**src/rtl/riscv_core_muldiv_unit.sv**
```systemverilog
// Iterative RV32M multiply/divide unit: radix-2 shift-add multiply, restoring divide.
// Optional macro RISCV_MULDIV_BYPASS_EN: trivial cases (x/0, signed overflow, mul by 0) finish in one cycle.
module riscv_core_muldiv_unit #(
    parameter int XLEN = 32
) (
    input  logic            i_clk,
    input  logic            i_rst_n,
    input  logic            i_muldiv_valid,
    output logic            o_muldiv_ready,
    input  logic [3:0]      i_muldiv_alucontrol,
    input  logic [XLEN-1:0] i_muldiv_op_a,
    input  logic [XLEN-1:0] i_muldiv_op_b,
    input  logic            i_muldiv_flush,
    output logic            o_muldiv_valid,
    input  logic            i_muldiv_result_ready,
    output logic [XLEN-1:0] o_muldiv_result,
    output logic            o_muldiv_busy
);
    localparam int CW = $clog2(XLEN) + 1;

    typedef enum logic [1:0] {IDLE, CALC, FIXUP, DONE} state_t;

    state_t            state_q, state_d;
    logic [CW-1:0]     cnt_q, cnt_d;
    logic [3:0]        op_q;
    logic              sa_q, sb_q, div0_q;
    logic [2*XLEN-1:0] prod_q;
    logic [XLEN-1:0]   mcand_q;
    logic [XLEN-1:0]   result_q, result_d;

    function automatic logic [XLEN-1:0] neg_w(input logic [XLEN-1:0] v);
        return '0 - v;
    endfunction

    function automatic logic [2*XLEN-1:0] neg_dw(input logic [2*XLEN-1:0] v);
        return '0 - v;
    endfunction

    logic            accept, a_signed, b_signed, sa_in, sb_in;
    logic [XLEN-1:0] abs_a, abs_b;

    assign accept   = (state_q == IDLE) && i_muldiv_valid && !i_muldiv_flush;
    assign a_signed = (i_muldiv_alucontrol == 4'd1) || (i_muldiv_alucontrol == 4'd2) ||
                      (i_muldiv_alucontrol == 4'd4) || (i_muldiv_alucontrol == 4'd6);
    assign b_signed = (i_muldiv_alucontrol == 4'd1) || (i_muldiv_alucontrol == 4'd4) ||
                      (i_muldiv_alucontrol == 4'd6);
    assign sa_in    = a_signed && i_muldiv_op_a[XLEN-1];
    assign sb_in    = b_signed && i_muldiv_op_b[XLEN-1];
    assign abs_a    = sa_in ? neg_w(i_muldiv_op_a) : i_muldiv_op_a;
    assign abs_b    = sb_in ? neg_w(i_muldiv_op_b) : i_muldiv_op_b;

    logic byp;
`ifdef RISCV_MULDIV_BYPASS_EN
    logic [XLEN-1:0] byp_res;
    logic            b_zero, sovf;
    assign b_zero = (i_muldiv_op_b == '0);
    assign sovf   = b_signed && (i_muldiv_op_a == {1'b1, {(XLEN-1){1'b0}}}) && (i_muldiv_op_b == '1);
    assign byp    = !i_muldiv_alucontrol[3] &&
                    (i_muldiv_alucontrol[2] ? (b_zero || sovf) : (b_zero || (i_muldiv_op_a == '0)));
    always_comb begin
        byp_res = '0;
        if (i_muldiv_alucontrol[2]) begin
            if (b_zero)
                byp_res = i_muldiv_alucontrol[1] ? i_muldiv_op_a : '1;
            else
                byp_res = i_muldiv_alucontrol[1] ? '0 : i_muldiv_op_a;
        end
    end
`else
    assign byp = 1'b0;
`endif

    // One radix-2 step: multiply adds multiplicand into the high half then shifts right;
    // divide shifts {rem,quo} left and keeps the trial subtraction when it does not borrow.
    logic [XLEN:0]     mul_sum;
    logic [2*XLEN-1:0] mul_next, div_next;
    logic [XLEN+1:0]   diff;

    assign mul_sum  = {1'b0, prod_q[2*XLEN-1:XLEN]} + (prod_q[0] ? {1'b0, mcand_q} : '0);
    assign mul_next = {mul_sum, prod_q[XLEN-1:1]};
    assign diff     = {1'b0, prod_q[2*XLEN-1:XLEN-1]} - {2'b00, mcand_q};
    assign div_next = diff[XLEN+1] ? {prod_q[2*XLEN-2:0], 1'b0}
                                   : {diff[XLEN-1:0], prod_q[XLEN-2:0], 1'b1};

    logic [2*XLEN-1:0] prod_s;
    logic [XLEN-1:0]   fix_res;
    assign prod_s = (sa_q ^ sb_q) ? neg_dw(prod_q) : prod_q;

    always_comb begin
        fix_res = '0;
        case (op_q[2:0])
            3'd0:       fix_res = prod_s[XLEN-1:0];
            3'd1, 3'd2,
            3'd3:       fix_res = prod_s[2*XLEN-1:XLEN];
            3'd4, 3'd5: fix_res = div0_q ? '1 :
                                  ((sa_q ^ sb_q) ? neg_w(prod_q[XLEN-1:0]) : prod_q[XLEN-1:0]);
            default:    fix_res = sa_q ? neg_w(prod_q[2*XLEN-1:XLEN]) : prod_q[2*XLEN-1:XLEN];
        endcase
    end

    always_comb begin
        state_d = state_q;
        case (state_q)
            IDLE:    if (accept) state_d = (i_muldiv_alucontrol[3] || byp) ? DONE : CALC;
            CALC:    if (cnt_q == CW'(1)) state_d = FIXUP;
            FIXUP:   state_d = DONE;
            DONE:    if (i_muldiv_result_ready) state_d = IDLE;
            default: state_d = IDLE;
        endcase
        if (i_muldiv_flush) state_d = IDLE;
    end

    always_comb begin
        cnt_d    = cnt_q;
        result_d = result_q;
        if (accept) begin
            cnt_d = CW'(XLEN);
            if (i_muldiv_alucontrol[3]) result_d = '0;
`ifdef RISCV_MULDIV_BYPASS_EN
            else if (byp) result_d = byp_res;
`endif
        end else if (state_q == CALC) begin
            cnt_d = cnt_q - CW'(1);
        end else if (state_q == FIXUP && !i_muldiv_flush) begin
            result_d = fix_res;
        end
        if (i_muldiv_flush) cnt_d = '0;
    end

    always_ff @(posedge i_clk or negedge i_rst_n) begin
        if (!i_rst_n) begin
            state_q  <= IDLE;
            cnt_q    <= '0;
            result_q <= '0;
        end else begin
            state_q  <= state_d;
            cnt_q    <= cnt_d;
            result_q <= result_d;
        end
    end

    // Operand/datapath registers carry no reset: they are always reloaded on acceptance.
    always_ff @(posedge i_clk) begin
        if (accept) begin
            op_q    <= i_muldiv_alucontrol;
            sa_q    <= sa_in;
            sb_q    <= sb_in;
            div0_q  <= (i_muldiv_op_b == '0);
            prod_q  <= {{XLEN{1'b0}}, i_muldiv_alucontrol[2] ? abs_a : abs_b};
            mcand_q <= i_muldiv_alucontrol[2] ? abs_b : abs_a;
        end else if (state_q == CALC) begin
            prod_q  <= op_q[2] ? div_next : mul_next;
        end
    end

    assign o_muldiv_ready  = (state_q == IDLE);
    assign o_muldiv_valid  = (state_q == DONE);
    assign o_muldiv_busy   = (state_q != IDLE);
    assign o_muldiv_result = result_q;
endmodule
```
**config.mk**
```make
export PLATFORM = sky130hd
export DESIGN_NAME = riscv_core_muldiv_unit
export DESIGN_NICKNAME = d
export VERILOG_FILES = /design/src/rtl/riscv_core_muldiv_unit.sv
export SDC_FILE = /design/constraint.sdc
export NUM_CORES = 1
export LEC_CHECK = 0
export BUFFER_PORTS_ARGS = -buffer_cell sky130_fd_sc_hd__buf_2
export CORE_MARGIN = 4
export CORE_UTILIZATION = 40
export DETAILED_ROUTE_END_ITERATION = 6
export REMOVE_ABC_BUFFERS = 1
export SYNTH_ARGS = -nofsm -noshare
export SYNTH_HDL_FRONTEND = slang
export SYNTH_SLANG_ARGS = --single-unit
```
**constraint.sdc**
```tcl
create_clock -name i_clk -period 4.2 [get_ports i_clk]
set_input_delay 0.84 -clock i_clk [delete_from_list [all_inputs] [get_ports i_clk]]
set_output_delay 0.84 -clock i_clk [all_outputs]
set_load 0.1 [all_outputs]
```
==> impl_metrics.tcl <==
set metrics [dict create \
    status "finished, final reports clean" \
    reg2reg_depth 12 \
    synth-edff-count 70 \
    initialDrtViolationCount 1063 \
    netlist_top_cells_area "edfxtp_1, mux2i_1, dfrtp_1" \
    tns_ns 0 \
    cpPeakStageDelay_ns 0.78 \
    power.share.clock 0.139 \
    p_leak_uw 0.00665 \
    cp-start-kind "register" \
    synth_compound_area_frac 0.244 \
    synth-xor-area-share 0.131 \
    first_pass_iters 6 \
    wl_met3_mm 2.92 \
    synthMuxAreaShare 0.0786 \
    via_per_inst 5.96 \
    fin_total_pwr_uw 12300 \
    mostFrequentLayoutCell "a21oi_1" \
    netlist_area_um2 14000 \
    cp.required_ns 4.36 \
    postCtsSetupBuffers 0 \
    synth_top_family_by_area "compound AO/OA/AOI/OAI gates" \
    cp.arrival_ns 4.00 \
    p_int_uw 5900 \
    min_path_cells 2 \
    synth_cell_types 75 \
    cts_tree "yes" \
    crit_path_end_kind "register" \
    fin_crit_sh 0.914 \
    fillers 3463 \
    async_reset_ff_frac 0.282 \
    place_congestion 0.954 \
    rows 68 \
    cts_buffer_depth 2 \
    power_density_nw_per_um2 778 \
    antenna_found_initial 0 \
    drive_gt1_frac 0.121 \
    worstReg2RegStart "mcand_q[24]" \
    slew_headroom 0.171 \
    finalClockSkew_ns 0.0108 \
    numCtsBuffers 17 \
    netSwitchingFraction 0.519 \
    finalWirelength_mm 46.6 \
    grt_pass1_wl_mm 72.5 \
    clk_pin_slew_ns 0.06 \
    grt_pass1_vias 13000 \
    drc 0 \
    grtUsageTotal 0.237 \
    wl_met2_mm 21.3 \
    detail_route.wl_per_cell_um 20.6 \
    fin_nets 1941 \
    final_cell_mix "a21oi_1, nor2_1, o21ai_0" \
    root_buffer "clkbuf_16" \
    area_growth_pct 12.5 \
    crit_chain "inv_1, ha_1, a2111oi_0, o221ai_1, nand2_1, nand3_1, o211ai_1, o21a_1, buf_4, nand2_1, o211ai_1, o21ai_0" \
    crit_type "reg2reg" \
    avgSynthCellArea_um2 8.13 \
    crit_fanout 22 \
    rsz0062_at_grt "no" \
    antenna_cells 0 \
    overflow 0 \
    r2r_setup_slack_ns 0.36 \
    crit_path_top_delay_cell "a2111oi_0" \
    cts_max_level 4 \
    synth_top_area_frac 0.150 \
    setup_viol_count_final 0 \
    ant_nets 0 \
    ys_seq_area_frac 0.267 \
    synth-seq-cells 142 \
    holdCritStartpoint "o_muldiv_result[0]" \
    max_freq_mhz 261 \
    clock-sinks 142 \
    vias 13500 \
    die_w_um 195 \
    worstReg2RegEnd "prod_q[0]" \
    cts_resized 0 \
    coreArea_um2 34500 \
    tightestPinTransition_ns 1.24 \
    dp_hpwl_mm 35.8 \
    yosys.area_share.simple 0.160 \
    drv_slew 0 \
    cts_hold_buf 0 \
    synth_fa_ha_area_frac 0.0690 \
    die-area_um2 38100 \
    synth-main-ff-cell "edfxtp_1" \
    yosys_warnings 0 \
    finalHoldViolations 0 \
    grt_max_degree 70 \
    synthCells 1723 \
    p_sw_uw 6360 \
    dpl-instance-area_um2 15100 \
    seq_power_share 0.233 \
    design.portCount 108 \
    portBuffers 107 \
    wl_met1_mm 20.9 \
    final_area_um2 15800 \
    ir_drop_v 0.000458 \
    pwr-share-comb 0.628 \
    fin_crit_ns 3.84 \
    clock_latency_ns 0.43 \
    min_to "o_muldiv_result[0]" \
    die_y_um 195 \
    hold_ws_ns 0.489 \
    yosys.area.top_type "edfxtp_1" \
    top_layer "met4" \
    hold_class "reg2reg" \
    initial_utilization 0.405 \
    cap_violations 0 \
]
-- cells in the mapped netlist (4+ instances only) --
master / number
a21oi_1: 175
nor2_1: 160
o21ai_0: 129
nand2_1: 122
xor2_1: 107
xnor2_1: 102
mux2i_1: 101
clkbuf_1: 88
ha_1: 74
inv_1: 74
edfxtp_1: 70
dfrtp_1: 40
nor3_1: 38
o221ai_1: 36
dfxtp_1: 32
a21o_1: 30
a211oi_1: 24
a22o_1: 24
nand3_1: 23
or3_1: 23
o31ai_1: 18
nand4_1: 15
nor2b_1: 15
buf_1: 12
nand2b_1: 11
nor4_1: 10
o211ai_1: 10
a31oi_1: 9
and2_1: 9
o41ai_1: 9
or2_2: 9
mux2_2: 8
o21a_1: 8
o21bai_1: 8
or4_1: 8
and3_1: 7
a311oi_1: 5
buf_2: 5
a221o_1: 4
a22oi_1: 4
and4_1: 4
nand3b_1: 4
nor3b_1: 4
o21ai_1: 4
-- through the flow --
| stage | instances | setup slack, ns | util |
|---|---|---|---|
| after floorplan | 1615 | -0.855 | - |
| after global placement | 2228 | 0.474 | 0.438 |
| after detailed placement | 2228 | 0.439 | 0.438 |
| after CTS | 2260 | 0.446 | 0.456 |
| after global routing | 2260 | 0.166 | 0.456 |
| final | 2260 | 0.362 | 0.456 |
-- power groups by stage --
stage | logic, µW | clock network [µW] | registers [µW]
2_1_floorplan | 4620 | 0 | 3650
5_1_grt | 8370 | 1780 | 2920
4_1_cts | 7630 | 1730 | 2830
6_report | 7700 | 1710 | 2850
3_5_place_dp | 7580 | 0 | 2850
3_3_place_gp | 7550 | 0 | 2850
-- worst max-delay path by stage --
stage / start / end / slack (ns) / cells after the start
after CTS: prod_q[0] / prod_q[62] / 0.45 / 14
after global routing: mcand_q[24] / prod_q[42] / 0.17 / 12
after floorplan: state_q[0] / prod_q[0] / -0.86 / 7
after global placement: mcand_q[24] / prod_q[0] / 0.47 / 12
final: mcand_q[24] / prod_q[0] / 0.36 / 12
after detailed placement: i_muldiv_op_b[16] / prod_q[29] / 0.44 / 11
-- final cells by class --
class,instances,area [µm²],area share
multi-input cells,1399,9580,0.608
flip-flops and latches,142,3740,0.238
repair buffers,158,946,0.0600
well taps,455,569,0.0361
clock buffers,22,454,0.0288
inverters,74,278,0.0176
clock inverters,10,188,0.0119
-- kinds of logic (layout without fill, tap and decap cells) --
logic type,count (synthesis),after routing
AOI/OAI and AO/OA,534,534
xor gates and xnor gates,209,209
adders and majority gates,76,76
buffers and inverters,182,264
DFF,142,142
muxes,109,109
and+or+nand+nor,471,471
-- routing by layer --
layer | GRT usage | vias up
li1 | - | 6424
met3 | 0.0331 | 86
met1 | 0.322 | 6503
met5 | 0 | -
met4 | 0.0923 | 0
met2 | 0.382 | 463
-- critical path: cells and delay by family (launching register included) --
kind	cells	cell delay (ns)
adder cells (fa/ha/maj)	1	0.36
flip-flops	1	0.42
buffers and inverters	2	0.46
AND/OR/NAND/NOR	3	0.43
AO/OA/AOI/OAI	6	1.89
-- state kept, by name (all words and copies together), names as in the netlist --
register,count
prod_q,64
sa_q,1
sb_q,1
mcand_q,32
o_muldiv_result,32
div0_q,1
cnt_q,6
state_q,2
op_q,3
Note: power is estimated with default switching activity, not from simulation.
